$ cat config.mk
export PLATFORM = sky130hd
export DESIGN_NAME = imm_encoder
export DESIGN_NICKNAME = d
export VERILOG_FILES = /design/src/rtl/imm_encoder.sv
export SDC_FILE = /design/constraint.sdc
export NUM_CORES = 1
export LEC_CHECK = 0
export BUFFER_PORTS_ARGS = -buffer_cell sky130_fd_sc_hd__buf_2
export CAP_MARGIN = 0
export CELL_PAD_IN_SITES_DETAIL_PLACEMENT = 0
export CELL_PAD_IN_SITES_GLOBAL_PLACEMENT = 1
export CORE_MARGIN = 5
export CORE_UTILIZATION = 37
export CTS_CLUSTER_SIZE = 24
export DETAILED_ROUTE_END_ITERATION = 6
export GPL_ROUTABILITY_DRIVEN = 0
export HOLD_SLACK_MARGIN = 0.02
export PLACE_DENSITY_LB_ADDON = 0.1
export SETUP_SLACK_MARGIN = 0.02
export SLEW_MARGIN = 20
export SYNTH_ARGS = -nofsm -noshare
export SYNTH_HDL_FRONTEND = slang
export SYNTH_SLANG_ARGS = --single-unit
export TNS_END_PERCENT = 100
$ cat constraint.sdc
create_clock -name clk -period 2.9 [get_ports clk]
set_clock_uncertainty 0.2 [all_clocks]
set_input_delay 0.58 -clock clk [delete_from_list [all_inputs] [get_ports clk]]
set_output_delay 0.58 -clock clk [all_outputs]
set_load 0.01 [all_outputs]
$ cat src/rtl/imm_encoder.sv
// imm_encoder: packs rd/rs1/rs2/funct3 and a signed immediate into an RV32I
// load, OP-IMM, store, branch or JAL word through a two-entry elastic pipe.
//
// Ports:
//   clk, reset            rising-edge clock, synchronous active-high reset
//   in_valid, in_ready    request handshake
//   fmt, rd, rs1, rs2     format select and register fields
//   funct3, imm           funct3 field and signed immediate (byte offset)
//   out_valid, out_ready  result handshake
//   inst_code, err_code   packed word (NOP on error) and error code
//   enc_count, err_count  saturating counts of delivered ok / error words
module imm_encoder #(
   parameter int CNT_W = 16
) (
   input  logic             clk,
   input  logic             reset,
   input  logic             in_valid,
   output logic             in_ready,
   input  logic [2:0]       fmt,
   input  logic [4:0]       rd,
   input  logic [4:0]       rs1,
   input  logic [4:0]       rs2,
   input  logic [2:0]       funct3,
   input  logic [31:0]      imm,
   output logic             out_valid,
   input  logic             out_ready,
   output logic [31:0]      inst_code,
   output logic [1:0]       err_code,
   output logic [CNT_W-1:0] enc_count,
   output logic [CNT_W-1:0] err_count
);

   localparam logic [2:0] F_LOAD = 3'd0;
   localparam logic [2:0] F_ALU  = 3'd1;
   localparam logic [2:0] F_ST   = 3'd2;
   localparam logic [2:0] F_BR   = 3'd3;
   localparam logic [2:0] F_JAL  = 3'd4;

   localparam logic [6:0] OP_LOAD = 7'b0000011;
   localparam logic [6:0] OP_ALU  = 7'b0010011;
   localparam logic [6:0] OP_ST   = 7'b0100011;
   localparam logic [6:0] OP_BR   = 7'b1100011;
   localparam logic [6:0] OP_JAL  = 7'b1101111;

   localparam logic [1:0] E_OK    = 2'd0;
   localparam logic [1:0] E_RANGE = 2'd1;
   localparam logic [1:0] E_ALIGN = 2'd2;
   localparam logic [1:0] E_FMT   = 2'd3;

   localparam logic [31:0]      NOP     = 32'h0000_0013;
   localparam logic [CNT_W-1:0] CNT_MAX = '1;

   typedef struct packed {
      logic [2:0]  fmt;
      logic [4:0]  rd;
      logic [4:0]  rs1;
      logic [4:0]  rs2;
      logic [2:0]  funct3;
      logic [31:0] imm;
   } req_t;

   logic        s1_valid;
   req_t        s1;
   logic        s2_free;
   logic        s1_adv;
   logic        in_fire;
   logic        out_fire;

   logic        fit12;
   logic        fit13;
   logic        fit21;
   logic        bad_fmt;
   logic        misalign;
   logic        range_bad;
   logic [31:0] packed_word;
   logic [1:0]  err;
   logic [31:0] word;

   assign s2_free  = !out_valid || out_ready;
   assign s1_adv   = s1_valid && s2_free;
   assign in_ready = !s1_valid || s2_free;
   assign in_fire  = in_valid && in_ready;
   assign out_fire = out_valid && out_ready;

   // ---------------------------------------------------------------
   // Stage 1: request capture
   // ---------------------------------------------------------------
   always_ff @(posedge clk) begin
      if (reset) begin
         s1_valid <= 1'b0;
      end else if (in_fire) begin
         s1_valid <= 1'b1;
      end else if (s1_adv) begin
         s1_valid <= 1'b0;
      end
   end

   always_ff @(posedge clk) begin
      if (!reset && in_fire) begin
         s1.fmt    <= fmt;
         s1.rd     <= rd;
         s1.rs1    <= rs1;
         s1.rs2    <= rs2;
         s1.funct3 <= funct3;
         s1.imm    <= imm;
      end
   end

   // ---------------------------------------------------------------
   // Stage 1: checks and packing
   // ---------------------------------------------------------------
   // An immediate fits in N signed bits when every bit from N-1 up to
   // 31 is a copy of the sign.
   assign fit12 = (&s1.imm[31:11]) || !(|s1.imm[31:11]);
   assign fit13 = (&s1.imm[31:12]) || !(|s1.imm[31:12]);
   assign fit21 = (&s1.imm[31:20]) || !(|s1.imm[31:20]);

   always_comb begin
      bad_fmt     = 1'b0;
      misalign    = 1'b0;
      range_bad   = 1'b0;
      packed_word = NOP;
      case (s1.fmt)
         F_LOAD: begin
            range_bad   = !fit12;
            packed_word = {s1.imm[11:0], s1.rs1, s1.funct3,
                           s1.rd, OP_LOAD};
         end
         F_ALU: begin
            range_bad   = !fit12;
            packed_word = {s1.imm[11:0], s1.rs1, s1.funct3,
                           s1.rd, OP_ALU};
         end
         F_ST: begin
            range_bad   = !fit12;
            packed_word = {s1.imm[11:5], s1.rs2, s1.rs1,
                           s1.funct3, s1.imm[4:0], OP_ST};
         end
         F_BR: begin
            misalign    = s1.imm[0];
            range_bad   = !fit13;
            packed_word = {s1.imm[12], s1.imm[10:5], s1.rs2,
                           s1.rs1, s1.funct3, s1.imm[4:1],
                           s1.imm[11], OP_BR};
         end
         F_JAL: begin
            misalign    = s1.imm[0];
            range_bad   = !fit21;
            packed_word = {s1.imm[20], s1.imm[10:1], s1.imm[11],
                           s1.imm[19:12], s1.rd, OP_JAL};
         end
         default: begin
            bad_fmt = 1'b1;
         end
      endcase
   end

   always_comb begin
      if (bad_fmt) begin
         err = E_FMT;
      end else if (misalign) begin
         err = E_ALIGN;
      end else if (range_bad) begin
         err = E_RANGE;
      end else begin
         err = E_OK;
      end
      word = (err == E_OK) ? packed_word : NOP;
   end

   // ---------------------------------------------------------------
   // Stage 2: output holding register
   // ---------------------------------------------------------------
   always_ff @(posedge clk) begin
      if (reset) begin
         out_valid <= 1'b0;
         inst_code <= '0;
         err_code  <= E_OK;
      end else if (s2_free) begin
         out_valid <= s1_valid;
         if (s1_valid) begin
            inst_code <= word;
            err_code  <= err;
         end
      end
   end

   // ---------------------------------------------------------------
   // Delivery statistics
   // ---------------------------------------------------------------
   always_ff @(posedge clk) begin
      if (reset) begin
         enc_count <= '0;
         err_count <= '0;
      end else if (out_fire) begin
         if (err_code == E_OK) begin
            if (enc_count != CNT_MAX) begin
               enc_count <= enc_count + CNT_W'(1);
            end
         end else if (err_count != CNT_MAX) begin
            err_count <= err_count + CNT_W'(1);
         end
      end
   end

endmodule

==> metrics.md <==
| Metric | Value |
|---|---|
| Main synth FF type | dfxtp_1 |
| Setup WS pre-CTS | about 0.37 ns |
| Min-Delay Endpoint | s1[20] |
| Vias in the first global route | between 3k and 4k |
| Critical Path AT | between 2 and 3 ns |
| Post-DRT Antenna Nets | 0 |
| Slew Limit Headroom | between 40 and 50% |
| Critical R2R Capture | inst_code[29] |
| Final net count | between 600 and 700 |
| R2R depth | 6 |
| Global route overflow | 0 |
| Hold Crit Depth | 1 |
| # rows | 43 |
| Warnings from Yosys | 0 |
| Final core utilization | 48.0% |
| CP max FO | 21 |
| Die width | between 100 and 150 um |
| Num CTS Buffers | 17 |
| Top-area cell type share of the netlist area | 30.8% |
| Fin crit share | between 80% and 90% |
| TritonRoute pass-1 iters | 5 |
| Top cells by area, synth | edfxtp_1, dfxtp_1, nand2_1 |
| Final WS setup | around 0.34 ns |
| Ant diodes | 0 |
| Routed wire length | approximately 12 mm |
| Kind of critical path | reg2reg |
| CP Launch Type | flip-flop |
| Max Buffers Root-to-Sink | 2 |
| Max-Cap Viols | 0 |
| Register area share after synthesis | between 50% and 60% |
| Initial Utilization | between 30% and 40% |
| H-tree Lvls | 4 |
| Hold path start | imm[20] |
| Total Power | 4.34 mW |
| Post-synth ARST share | 0% |
| Crit end category | flip-flop |
| Slew @ Worst Pin | between 0.8 and 0.9 ns |
| Required time of the critical path | 2.96 ns |
| Tightest Hold Check Type | in2reg |
| Post-CTS Hold Buffers | 0 |
| Synth-to-Final Area Change | 27.9% |
| Most frequent cells after synthesis | dfxtp_1, edfxtp_1, nand2_1 |
| Top-count cell post-synth | dfxtp_1 |
| Syn Area/Cell | approximately 11 um^2 |
| Core ar. | approximately 0.014 mm^2 |
| Maximum vdd drop | just over 0.4 mV |
| Post-synth EDFFs | 53 |
| Syn Nets | approximately 540 |
| Post-Synthesis Cells | between 400 and 500 |
| Placed Area | 0.00597 mm^2 |
| Die footprint | 0.0164 mm^2 |
| Die Y | between 100 and 150 um |
| Post_cts resized | 0 |
| Mapped cell area | about 0.0052 mm^2 |
| Setup TNS | 0 ns |
| IO Count | ~130 |
| Pwr/cell area | 657 mW/mm^2 |
| Fraction of layout cells with a size suffix above 1 | about 29% |
| CP max stage delay | about 0.73 ns |
| DRC errors left | 0 |
| Routed len/inst | ~15 um |
| Root Buffer | clkbuf_16 |
| Final Hold Viols | 0 |
| Cell taking the most area after synthesis | edfxtp_1 |
| Antenna violations before repair | 0 |
| Wire length of the first global-routing pass | ~19 mm |
| Setup violations, final | 0 |
| CP Cell Sequence | nor2_2 > nand2_1 > nor3_1 > a211o_1 > buf_4 > o22ai_1 |
| Vias per cell | 5.03 |
| RSZ-0062 raised after global routing | no |
| Max frequency | 0.391 GHz |
| Pleak | between 2 and 3 nW |
| Netlist cell types | 55 |
| Via count | 4010 |
| Total GRT Usage | 14.9% |
| Final min period | between 2 and 3 ns |
| DRT iter0 DRCs | 191 |
| Final instance area | around 0.0066 mm^2 |
| Slew Viols, Final | 0 |
| Clock sink count | around 120 |
| HPWL after DPL | around 8.6 mm |
| Status | complete, no violations |
| # Post-CTS Setup Buffers | 0 |
| Synthesized flop and latch total | between 100 and 150 |
| CP max stage cell | a211o_1 |
| Flop-to-flop setup slack | between 0.3 and 0.4 ns |
| Worst-path clk slew | approximately 0.050 ns |
| Largest net degree at the start of global routing | 54 |
| Port Buffer Count | approximately 120 |
| Clock Latency Late Sink | slightly above 0.4 ns |
| CTS tree | done |
| R2R Path Start | s1[51] |
-- registers in the layout, summed over array words and instances (netlist names) --
signal and count:
enc_count 16, err_code 2, err_count 16, inst_code 30, out_valid 1, s1 53, s1_valid 1
-- critical path: cells and delay by family, from the launching register on --
family | cells | cell delay [ns]
AOI/OAI and AO/OA | 2 | 0.81
and+or+nand+nor | 3 | 0.55
buffers and inverters | 1 | 0.29
DFF | 1 | 0.56
-- power by group --
part	internal, mW	switching, mW	total, mW
registers	1.80	0.0287	1.83
logic	0.0847	0.130	0.215
clock network	1.59	0.702	2.30
-- final cells by class --
cell class	instances	area, um^2
repair buffers	137	731
well taps	180	225
multi-input cells	327	2090
fillers	1299	7160
clock buffers	20	437
clock inverters	12	205
flip-flops and latches	119	2910
inverters	2	7.51
-- worst max path at each step --
stage,depth (start not counted),slack [ns],start,to
after floorplan,3,0.59,reset,s1[0]
after global placement,6,0.47,s1[51],inst_code[29]
after detailed placement,6,0.37,s1[51],inst_code[5]
after CTS,6,0.35,s1[51],inst_code[29]
after global routing,6,0.22,s1[29],inst_code[5]
final,6,0.34,s1[51],inst_code[29]
-- routing by layer --
layer  track usage [%]  up-vias  share of wire (%)
met2              23.8      100                 48
met3              4.33       11                5.2
met4              5.43        0               0.90
met5                 0        -                  0
met1              19.2     1862                 46
li1                  -     2037                  -
-- metrics by stage --
stage / instances / hold slack [ns]
6_report: 797 / 0.149
5_1_grt: 797 / 0.122
4_1_cts: 797 / 0.126
3_5_place_dp: 765 / 0.244
3_3_place_gp: 765 / 0.240
2_1_floorplan: 478 / 0.270
-- cells by family after synthesis --
family / share of synthesized area (%)
muxes: 2.95
AOI/OAI and AO/OA: 13.3
buffers and inverters: 3.22
DFF: 56.3
and+or+nand+nor: 20.5
adders and majority gates: 0.484
xor gates and xnor gates: 3.22
-- cells in the final DEF (no fill, tap or decap), types with 4 or more instances in the layout --
cell	netlist	final
a21oi_1	10	10
xor2_1	17	17
buf_4	6	12
nand4b_1	7	7
clkinv_1	0	4
bufinv_16	0	6
o21ai_1	6	6
nand3b_1	10	10
o211ai_1	8	8
a211oi_1	5	5
nand3_1	18	18
nand4_1	11	11
dfxtp_1	66	66
o21ai_0	24	24
buf_2	7	124
and3_1	6	6
o41ai_2	8	8
clkbuf_16	0	17
nor2b_1	17	17
nor4_1	6	6
edfxtp_1	53	53
a31oi_1	10	10
or4_1	10	10
nand2_1	48	48
o22ai_1	8	8
nor2_1	37	37
mux2i_1	13	13
nor3_1	6	6
and4_1	5	5
Power figures use the tool's default switching activity.
